===== src/rtl/vedic_div_64by32.sv =====
// ---------------------------------------------------------------------------
// vedic_div_64by32
//
// Sequential unsigned 2W/W restoring divider, the inverse companion of the
// WxW Vedic multiplier. One quotient bit is produced per clock, so a normal
// divide takes W iterations. Divide-by-zero and quotient overflow are caught
// at the accept edge and complete in a single cycle.
//
// Ports:
//   clk          rising-edge clock
//   rst_n        asynchronous active-low reset
//   start        request; sampled only when busy is low (IDLE or FIN)
//   dividend     2W-bit dividend, captured on an accepted start
//   divisor      W-bit divisor, captured on an accepted start
//   busy         high while the iteration loop is running
//   done         one-cycle pulse; results valid from this cycle
//   quotient     W-bit quotient, held until the next accepted start
//   remainder    W-bit remainder, held until the next accepted start
//   div_by_zero  divisor was zero (takes priority over overflow), held
//   overflow     quotient would not fit in W bits, held
// ---------------------------------------------------------------------------
module vedic_div_64by32 #(
    parameter int W = 32
) (
    input  logic           clk,
    input  logic           rst_n,
    input  logic           start,
    input  logic [2*W-1:0] dividend,
    input  logic [W-1:0]   divisor,
    output logic           busy,
    output logic           done,
    output logic [W-1:0]   quotient,
    output logic [W-1:0]   remainder,
    output logic           div_by_zero,
    output logic           overflow
);

    localparam int CW = $clog2(W);
    localparam int N  = W + 1;               // compare/subtract width
    localparam logic [CW-1:0] LAST_ITER = CW'(W - 1);

    typedef enum logic [1:0] {
        IDLE,
        RUN,
        FIN
    } state_t;

    state_t        state;
    logic [W-1:0]  r;            // partial remainder, always < divisor_r in RUN
    logic [W-1:0]  q;            // dividend low half shifting out, quotient shifting in
    logic [W-1:0]  divisor_r;
    logic [CW-1:0] count;

    // -----------------------------------------------------------------------
    // Trial subtract T - {0,divisor} as T + ~divisor + 1 over W+1 bits.
    // Every fourth carry is produced by 4-bit lookahead from the carry that
    // entered the nibble, so the long chain hops nibble to nibble; the carry
    // out (cla_c[N]) is set exactly when T >= divisor.
    // -----------------------------------------------------------------------
    logic [N-1:0] cla_a;
    logic [N-1:0] cla_b;
    logic [N-1:0] cla_g;
    logic [N-1:0] cla_p;
    logic [N:0]   cla_c;
    logic [W-1:0] diff;
    logic         take;
    logic [W-1:0] r_next;
    logic [W-1:0] q_next;

    // NOTE: every variable written in an always_comb gets a value on every
    // path (defaults first), otherwise synthesis infers a latch.
    always_comb begin
        cla_a    = {r, q[W-1]};
        cla_b    = ~{1'b0, divisor_r};
        cla_g    = cla_a & cla_b;
        cla_p    = cla_a ^ cla_b;
        cla_c    = '0;
        cla_c[0] = 1'b1;
        for (int i = 0; i < N; i++) begin
            if ((i % 4) == 3) begin
                cla_c[i+1] = cla_g[i]
                           | (cla_p[i] & cla_g[i-1])
                           | (cla_p[i] & cla_p[i-1] & cla_g[i-2])
                           | (cla_p[i] & cla_p[i-1] & cla_p[i-2] & cla_g[i-3])
                           | (cla_p[i] & cla_p[i-1] & cla_p[i-2] & cla_p[i-3] & cla_c[i-3]);
            end else begin
                cla_c[i+1] = cla_g[i] | (cla_p[i] & cla_c[i]);
            end
        end
        // Bit W of the difference is always 0 when taken (R < divisor), so
        // only the low W bits are kept.
        diff   = cla_p[W-1:0] ^ cla_c[W-1:0];
        take   = cla_c[N];
        r_next = take ? diff : {r[W-2:0], q[W-1]};
        q_next = {q[W-2:0], take};
    end

    // -----------------------------------------------------------------------
    // Control and result registers. Error cases are decided straight from
    // the operand inputs at the accept edge and jump directly to FIN.
    // -----------------------------------------------------------------------
    logic div_zero_in;
    logic ovf_in;

    always_comb begin
        div_zero_in = (divisor == '0);
        ovf_in      = (dividend[2*W-1:W] >= divisor);
    end

    // NOTE: sequential state uses non-blocking assignments only, so every
    // register samples the values from before the edge.
    // NOTE: the working registers are reset along with the outputs; there is
    // no memory array here, so a full reset is cheap and leaves no X state.
    always_ff @(posedge clk or negedge rst_n) begin
        if (!rst_n) begin
            state       <= IDLE;
            busy        <= 1'b0;
            done        <= 1'b0;
            quotient    <= '0;
            remainder   <= '0;
            div_by_zero <= 1'b0;
            overflow    <= 1'b0;
            count       <= '0;
            r           <= '0;
            q           <= '0;
            divisor_r   <= '0;
        end else begin
            done <= 1'b0;
            case (state)
                IDLE, FIN: begin
                    state <= IDLE;
                    busy  <= 1'b0;
                    if (start) begin
                        if (div_zero_in) begin
                            state       <= FIN;
                            done        <= 1'b1;
                            quotient    <= '1;
                            remainder   <= dividend[W-1:0];
                            div_by_zero <= 1'b1;
                            overflow    <= 1'b0;
                        end else if (ovf_in) begin
                            state       <= FIN;
                            done        <= 1'b1;
                            quotient    <= '1;
                            remainder   <= '0;
                            div_by_zero <= 1'b0;
                            overflow    <= 1'b1;
                        end else begin
                            // quotient/remainder keep the previous result
                            // until the new one is complete.
                            state       <= RUN;
                            busy        <= 1'b1;
                            r           <= dividend[2*W-1:W];
                            q           <= dividend[W-1:0];
                            divisor_r   <= divisor;
                            count       <= '0;
                            div_by_zero <= 1'b0;
                            overflow    <= 1'b0;
                        end
                    end
                end

                RUN: begin
                    r     <= r_next;
                    q     <= q_next;
                    count <= count + 1'b1;
                    if (count == LAST_ITER) begin
                        state     <= FIN;
                        busy      <= 1'b0;
                        done      <= 1'b1;
                        quotient  <= q_next;
                        remainder <= r_next;
                    end
                end

                default: begin
                    state <= IDLE;
                    busy  <= 1'b0;
                end
            endcase
        end
    end

endmodule


===== config.mk =====
export PLATFORM = sky130hd
export DESIGN_NAME = vedic_div_64by32
export DESIGN_NICKNAME = d
export VERILOG_FILES = /design/src/rtl/vedic_div_64by32.sv
export SDC_FILE = /design/constraint.sdc
export NUM_CORES = 1
export LEC_CHECK = 0
export ABC_AREA = 1
export CORE_AREA = 2 2 150 137
export DETAILED_ROUTE_END_ITERATION = 10
export DIE_AREA = 0 0 152 139
export DONT_BUFFER_PORTS = 1
export PLACE_DENSITY = 0.7
export SETUP_SLACK_MARGIN = 0.2
export SLEW_MARGIN = 20
export SYNTH_ARGS = -nofsm -noshare
export SYNTH_HDL_FRONTEND = slang
export SYNTH_SLANG_ARGS = --single-unit

===== constraint.sdc =====
create_clock -name clk -period 3.39 [get_ports clk]
set_input_delay 1.017 -clock clk [delete_from_list [all_inputs] [get_ports clk]]
set_output_delay 1.017 -clock clk [all_outputs]
set_load 0.01 [all_outputs]

# Word-level counts from Yosys, hierarchy flattened
# Cells that the tools add are included.
[word_totals]
reg_bits = 171
inputBits = 99
output_inout_bits = 68
word_cells = 211
[op_classes]
add_sub_neg = 1
n_lt_le_gt_ge = 1
eq_ne = 8
mux = 40
n_bitwise = 142
reduce_logical = 8
[op_table]
columns = ["operator", "n"]
rows = [
  ["$mux 32", 15],
  ["$pmux 32 s2", 4],
  ["$and 1x1->1", 79],
  ["$or 1x1->1", 57],
  ["$and 33x33->33", 1],
  ["$not 32->33", 1],
  ["$xor 33x33->33", 1],
  ["$ge 32x32->1", 1],
  ["$logic_not 32->1", 1],
  ["$xor 32x32->32", 1],
  ["$mux 5", 3],
  ["$reduce_and 4->1", 3],
  ["$mux 1", 10],
  ["$pmux 5 s2", 1],
  ["$mux 2", 4],
  ["$ne 2x2->1 const B", 4],
  ["$add 5x1->5 const B", 1],
  ["$eq 5x5->1 const B", 1],
  ["$pmux 1 s2", 2],
  ["$pmux 2 s2", 1],
  ["$ne 3x3->1 const B", 1],
  ["$eq 2x1->1 const B", 1],
  ["$eq 2x2->1 const B", 1],
  ["$logic_not 2->1", 1],
  ["other kinds (4)", 5],
]

# Depth between registers and ports, before layout
# Gate-level depths: netlist (run 1).
[logic_depth]
ltp_word = 29
ltp_mapped = 27

# Worst setup path after synthesis (run 1)
# OpenSTA, ideal clock, no wires.
[synth_path]
path_type = "register to register"
start = "register r[2]"
end = "register r[27]"
setup_ps = 113
arrival_time_ps = 2990
path_slack_ps = 287
path_stages_with_launch = 25
synth_period_minus_slack_ps = 3103
cell_sequence = "dfrtp_1 ha_1 nand2_2 nor2_2 nand2_1 nand2_1 nand2_1 nand2_1 nand2_1 nand2_1 nand2_1 nand2_1 nand2_1 nand2_1 nand2_1 nand2_1 inv_1 fa_1 fa_1 fa_1 xnor2_1 nand3_2 nand3_1 nand2_1 inv_1"
[synth_via]
elab_chain_len = 25
word_cells_on_any_way = 37
cone_classes = "mux (2); bitwise (35)"
[synth_rtl]
columns = ["element", "line", "rtl"]
rows = [
  ["from (decl)", "49", "logic [W-1:0] r;"],
  ["from (signal assigned)", "153", "r <= dividend[2*W-1:W];"],
  ["from (signal assigned)", "164", "r <= r_next;"],
  ["$xor 33x33->33", "76", "cla_p = cla_a ^ cla_b;"],
  ["$and 1x1->1, on equally long branches", "--", ""],
  ["$or 1x1->1, or another cell as far along", "82", "| (cla_p[i] & cla_g[i-1])"],
  ["$or 1x1->1 or $and 1x1->1 (tied branches)", "83, 84", ""],
  ["$or 1x1->1", "84", "| (cla_p[i] & cla_p[i-1] & cla_p[i-2] & cla_g[i-3])"],
  ["$or 1x1->1 *", "85", "| (cla_p[i] & cla_p[i-1] & cla_p[i-2] & cla_p[i-3] & cla_c[i-3]);"],
  ["$and 1x1->1 *", "85", ""],
  ["$or 1x1->1 *", "85", ""],
  ["[... 9 more ...]", "--", ""],
  ["$or 1x1->1", "87", "cla_c[i+1] = cla_g[i] | (cla_p[i] & cla_c[i]);"],
  ["$and 1x1->1", "87", ""],
  ["$or 1x1->1", "87", ""],
  ["$and 1x1->1", "87", ""],
  ["$or 1x1->1", "87", ""],
  ["$xor 32x32->32", "92", "diff = cla_p[W-1:0] ^ cla_c[W-1:0];"],
  ["$mux 32 *", "94", "r_next = take ? diff : {r[W-2:0], q[W-1]};"],
  ["$pmux 32 s2 *", "129", "case (state)"],
]
# Mark *: on every way between the ends. The rest lies on a longest branch, timed or not.
# A chain may end at the register's enable or synchronous reset.

# Worst setup path in the final report (run 1)
[layout_path]
start = "register r[0]"
end = "register remainder[26]"
[layout_via]
elab_chain_len = 24
word_cells_on_any_way = 33
cone_classes = "mux (3); bitwise (30)"
[layout_rtl]
columns = ["element", "line", "rtl"]
rows = [
  ["$and 33x33->33 or $xor 33x33->33 (tied branches)", "75, 76", ""],
  ["$and 1x1->1, on equally long branches", "83, 84, 85", ""],
  ["$or 1x1->1 or $and 1x1->1 (tied branches)", "83, 84", ""],
  ["$or 1x1->1", "84", ""],
  ["$or 1x1->1 *", "85", ""],
  ["$and 1x1->1 *", "85", ""],
  ["$or 1x1->1 *", "85", ""],
  ["$and 1x1->1 *", "85", ""],
  ["[... 8 more ...]", "--", ""],
  ["$or 1x1->1", "85", ""],
  ["$and 1x1->1", "85", ""],
  ["$or 1x1->1", "85", ""],
  ["$and 1x1->1", "87", ""],
  ["$or 1x1->1", "87", ""],
  ["$mux 32 *", "94", ""],
  ["$mux 32 *", "167", "if (count == LAST_ITER) begin"],
  ["$pmux 32 s2 *", "129", ""],
  ["to (signal assigned)", "138", "remainder <= dividend[W-1:0];"],
  ["to (signal assigned)", "172", "remainder <= r_next;"],
  ["to (decl)", "33", "output logic [W-1:0] remainder,"],
]
# Mark *: on every way between the ends. The rest lies on a longest branch, timed or not. The select of a mux whose other input is x is not followed.

==> flow_results.xml, run 1 <==
<?xml version="1.0" encoding="UTF-8"?>
<metrics>
  <group name="timing">
    <metric name="slew_viol_final" unit="">0</metric>
    <metric name="setup_violations" unit="">0</metric>
    <metric name="hold_viol" unit="">0</metric>
    <metric name="worst-slew-pin-transition" unit="ns">0.599</metric>
    <metric name="timing.final.crit_period" unit="ns">3.35</metric>
    <metric name="setup-tns-final" unit="ns">0</metric>
    <metric name="setup_repair_after_global_routing_missed_its_margin" unit="">yes</metric>
    <metric name="timing.final.crit_share" unit="">0.988</metric>
    <metric name="clock.fmax" unit="GHz">0.299</metric>
    <metric name="max_slew_margin_vs_limit" unit="">0.601</metric>
    <metric name="worst_clock_skew" unit="ns">0.0137</metric>
  </group>
  <group name="critical_path">
    <metric name="critPathArrivalTime" unit="ns">3.67</metric>
    <metric name="critical_path.max_stage_delay" unit="ns">0.53</metric>
    <metric name="setup.worst_path.class" unit="">register to register</metric>
    <metric name="required_time_of_the_worst_setup_path" unit="ns">3.71</metric>
    <metric name="cp_max_fo" unit="">2</metric>
    <metric name="worst_path_most_repeated_cell" unit="">sky130_fd_sc_hd__nand2_2</metric>
    <metric name="critical_path.slowest_cell" unit="">sky130_fd_sc_hd__fa_2</metric>
    <metric name="r2r_start" unit="">r[0]$_DFFE_PN0P_</metric>
    <metric name="startpoint" unit="">r[0]$_DFFE_PN0P_</metric>
    <metric name="rr_endpoint" unit="">remainder[26]$_DFFE_PN0P_</metric>
    <metric name="timing.reg2reg.setup_slack" unit="ns">0.04</metric>
    <metric name="worst_setup_path_end_kind" unit="">register</metric>
    <metric name="crit_chain" unit="">ha_1 -&gt; inv_1 -&gt; nor2_4 -&gt; nand2_2 -&gt; nand2_2 -&gt; nand2_2 -&gt; nand2_2 -&gt; nand2_1 -&gt; nand2_1 -&gt; nand2_1 -&gt; nand2_2 -&gt; nand2_2 -&gt; nand2_2 -&gt; nand2_2 -&gt; nand2_2 -&gt; inv_1 -&gt; fa_2 -&gt; fa_2 -&gt; fa_2 -&gt; inv_1 -&gt; nand3_2 -&gt; nand3_2 -&gt; nand2_1 -&gt; inv_1</metric>
    <metric name="cp-start-kind" unit="">register</metric>
    <metric name="r2r.worst_path.cells" unit="">24</metric>
    <metric name="worst_setup_path_endpoint" unit="">remainder[26]$_DFFE_PN0P_</metric>
  </group>
  <group name="floorplanning">
    <metric name="core-area" unit="mm^2">0.0197</metric>
    <metric name="initial_utilization" unit="">0.539</metric>
    <metric name="dieArea" unit="mm^2">0.0211</metric>
    <metric name="die_width" unit="um">152</metric>
    <metric name="die_height" unit="um">139</metric>
    <metric name="io_pins" unit="">167</metric>
    <metric name="rows" unit="">49</metric>
  </group>
  <group name="global_routing">
    <metric name="grt_pass1_vias" unit="">8694</metric>
    <metric name="grt_first_pass_wirelength" unit="um">45000</metric>
    <metric name="grtUsageMet1" unit="">0.385</metric>
    <metric name="groute.layer.met3.usage" unit="">0.0672</metric>
    <metric name="grtUsageTotal" unit="">0.266</metric>
    <metric name="sum_of_overflow_across_all_layers_after_global_routing" unit="">0</metric>
    <metric name="grt_busiest_layer" unit="">met2</metric>
    <metric name="grt_max_degree" unit="">171</metric>
    <metric name="use_met2" unit="">0.396</metric>
    <metric name="initial_antenna_violation_count" unit="">0</metric>
  </group>
  <group name="synth">
    <metric name="yosysWarningCount" unit="">0</metric>
    <metric name="post_synth_arst_share" unit="">1.00</metric>
    <metric name="post_synth.cell_area_avg" unit="um^2">7.93</metric>
    <metric name="synth-edff-count" unit="">0</metric>
    <metric name="synth.ff_latch_count" unit="">170</metric>
    <metric name="postSynthCellCount" unit="">1339</metric>
    <metric name="synth_top_flop_cell" unit="">sky130_fd_sc_hd__dfrtp_1</metric>
    <metric name="synth_seq_area_share" unit="">0.401</metric>
    <metric name="synth_cell_type_count" unit="">42</metric>
    <metric name="synth_area" unit="mm^2">0.0106</metric>
    <metric name="synthesis.nets" unit="">1528</metric>
  </group>
  <group name="finish">
    <metric name="filler_cell_count" unit="">1717</metric>
    <metric name="num-nets-final" unit="">1542</metric>
    <metric name="multi_input_area" unit="mm^2">0.00549</metric>
    <metric name="register_area" unit="mm^2">0.00425</metric>
    <metric name="layout_common_cells" unit="">sky130_fd_sc_hd__nand2_1 (228), sky130_fd_sc_hd__inv_1 (214), sky130_fd_sc_hd__dfrtp_1 (170)</metric>
    <metric name="commonest_non_fill_non_tap_cell_in_the_layout" unit="">sky130_fd_sc_hd__nand2_1</metric>
    <metric name="area_growth_syn_to_layout" unit="%">13.7</metric>
    <metric name="layout-drive-gt1-share" unit="">0.171</metric>
    <metric name="n_antenna_cell" unit="">0</metric>
  </group>
  <group name="cts">
    <metric name="post_cts_hold_buffer_count" unit="">0</metric>
    <metric name="tritoncts_clock_tree" unit="">built</metric>
    <metric name="numCtsBuffers" unit="">17</metric>
    <metric name="htree_levels" unit="">4</metric>
    <metric name="insertion_delay" unit="ns">0.43</metric>
    <metric name="cts-root-to-sink-buffers" unit="">2</metric>
    <metric name="clkSinkCount" unit="">170</metric>
    <metric name="cts_root_buffer" unit="">sky130_fd_sc_hd__clkbuf_16</metric>
    <metric name="clk_transition_reported_paths" unit="ns">0.07</metric>
  </group>
  <group name="drt">
    <metric name="routed_wl" unit="um">27900</metric>
    <metric name="avgViaCountPerCell" unit="">5.42</metric>
    <metric name="wl_per_cell" unit="um">17.2</metric>
    <metric name="ant_nets" unit="">0</metric>
    <metric name="drt_iter0_drc" unit="">658</metric>
    <metric name="detailroute.via_count" unit="">8776</metric>
    <metric name="drc" unit="">0</metric>
    <metric name="first_pass_iters" unit="">6</metric>
  </group>
  <group name="power">
    <metric name="share_seq_of_total_power" unit="">0.295</metric>
    <metric name="p_leak" unit="nW">6.23</metric>
    <metric name="combinational_share_of_power" unit="">0.558</metric>
    <metric name="p_int" unit="W">0.00735</metric>
    <metric name="p_per_area" unit="mW/mm^2">1130</metric>
    <metric name="power" unit="W">0.0136</metric>
    <metric name="max-vdd-ir-drop" unit="V">0.000558</metric>
    <metric name="power.share.clock" unit="">0.147</metric>
    <metric name="net_switching_share_of_the_total_power" unit="">0.462</metric>
    <metric name="switchingPower" unit="W">0.00630</metric>
  </group>
  <group name="placed_design">
    <metric name="globalplace.congestion" unit="">0.878</metric>
    <metric name="numPortBuffers" unit="">0</metric>
    <metric name="hpwlAfterDp" unit="um">19800</metric>
  </group>
  <group name="status">
    <metric name="status" unit="">finished clean</metric>
  </group>
  <group name="flow_run">
    <metric name="total_of_max_cap_violations" unit="">0</metric>
  </group>
  <group name="min_path">
    <metric name="min_path_type" unit="">input pin to async pin</metric>
  </group>
</metrics>
[final cells by class]
type	instances	area share
clock buffer	20	0.0387
clock inverter	11	0.0111
inverter	226	0.0703
multi-input combinational	879	0.455
sequential	170	0.353
tap	255	0.0264
timing repair buffer	59	0.0463
[synth_stat cells, types with 24 or more instances]
library cell,instances,area (um^2)
sky130_fd_sc_hd__or2_2,45,282
sky130_fd_sc_hd__nand3_1,82,410
sky130_fd_sc_hd__nand3_2,28,280
sky130_fd_sc_hd__nand4_1,36,225
sky130_fd_sc_hd__o21ai_0,105,526
sky130_fd_sc_hd__clkbuf_1,31,116
sky130_fd_sc_hd__buf_2,24,120
sky130_fd_sc_hd__nor2_1,134,503
sky130_fd_sc_hd__ha_1,67,838
sky130_fd_sc_hd__a21oi_1,31,155
sky130_fd_sc_hd__nand2_1,238,893
sky130_fd_sc_hd__dfrtp_1,170,4250
sky130_fd_sc_hd__inv_1,223,837
sky130_fd_sc_hd__nor3_1,32,160
[critical path: cells and delay by family, from the launching register on]
kind / cells / cell delay (ns)
adder cells (fa/ha/maj): 4 / 1.52
buffers and inverters: 4 / 0.21
flip-flops: 1 / 0.40
AND/OR/NAND/NOR: 16 / 1.12
[cells by family (layout without fill, tap and decap cells)]
group / Yosys count / count (layout) / synth area share
and+or+nand+nor: 611 / 612 / 0.272
buffers and inverters: 291 / 316 / 0.112
DFF: 170 / 170 / 0.401
AOI/OAI and AO/OA: 169 / 169 / 0.0862
adders and majority gates: 90 / 90 / 0.122
xor gates and xnor gates: 8 / 8 / 0.00660
[registers in the layout, indices dropped and copies added, names as in the netlist]
| signal | flops |
|---|---|
| overflow | 1 |
| state | 2 |
| quotient | 32 |
| remainder | 32 |
| div_by_zero | 1 |
| r | 32 |
| divisor_r | 32 |
| count | 5 |
| done | 1 |
| q | 32 |
[worst min-delay path by stage]
| stage | from | to | slack (ns) | cells past startpoint |
|---|---|---|---|---|
| 2_1_floorplan | divisor_r[10]$_DFFE_PN0P_ | divisor_r[10]$_DFFE_PN0P_ | 0.45 | 2 |
| 3_3_place_gp | divisor_r[23]$_DFFE_PN0P_ | divisor_r[23]$_DFFE_PN0P_ | 0.47 | 2 |
| 3_5_place_dp | divisor_r[23]$_DFFE_PN0P_ | divisor_r[23]$_DFFE_PN0P_ | 0.47 | 2 |
| 4_1_cts | rst_n | divisor_r[5]$_DFFE_PN0P_ | 0.27 | 0 |
| 5_1_grt | rst_n | divisor_r[4]$_DFFE_PN0P_ | 0.26 | 0 |
| 6_report | rst_n | divisor_r[4]$_DFFE_PN0P_ | 0.29 | 0 |
[power by group through the flow]
stage                     Combinational [W]  Clock (W)  Sequential, W
after floorplan                     0.00537          0        0.00382
after global placement              0.00655          0        0.00400
after detailed placement            0.00677          0        0.00402
after CTS                           0.00712    0.00204        0.00401
after global routing                0.00864    0.00213        0.00415
final                               0.00762    0.00201        0.00402
[routing by layer]
layer / vias up / routed length, um / share of wire
met1: 4113 / 13100 / 0.47
met4: 0 / 690 / 0.025
li1: 4314 / - / -
met2: 301 / 12200 / 0.44
met5: - / 0 / 0
met3: 48 / 1970 / 0.071
[through the flow]
step	setup WS, ns	hold slack [ns]	instances	instance area, um^2	util
floorplan	0.287	0.453	1339	10600	-
global placement	-0.0135	0.470	1577	11100	0.563
detailed placement	-0.196	0.473	1577	11100	0.563
CTS	0.0852	0.269	1613	11900	0.603
global route	-0.152	0.265	1620	12100	0.613
finish	0.0420	0.288	1620	12100	0.613
[repair_timing]
action | 4_1_cts | 5_1_grt
gates resized for setup | 34 | 34
setup buffers | 5 | 6
gates cloned | 0 | 1
hold endpoints to repair | 0 | 0
endpoints found under the setup margin | 18 | 63
pin swaps | 8 | 14
Power figures use the tool's default switching activity.
==> run 2: changes to the inputs <==
--- a/config.mk
+++ b/config.mk
@@ -12,7 +12,6 @@
 export DONT_BUFFER_PORTS = 1
 export PLACE_DENSITY = 0.7
 export SETUP_SLACK_MARGIN = 0.2
-export SLEW_MARGIN = 20
 export SYNTH_ARGS = -nofsm -noshare
 export SYNTH_HDL_FRONTEND = slang
 export SYNTH_SLANG_ARGS = --single-unit
==> results of run 2 <==
Final layout, timing and power as in run 1 (identical DEF).
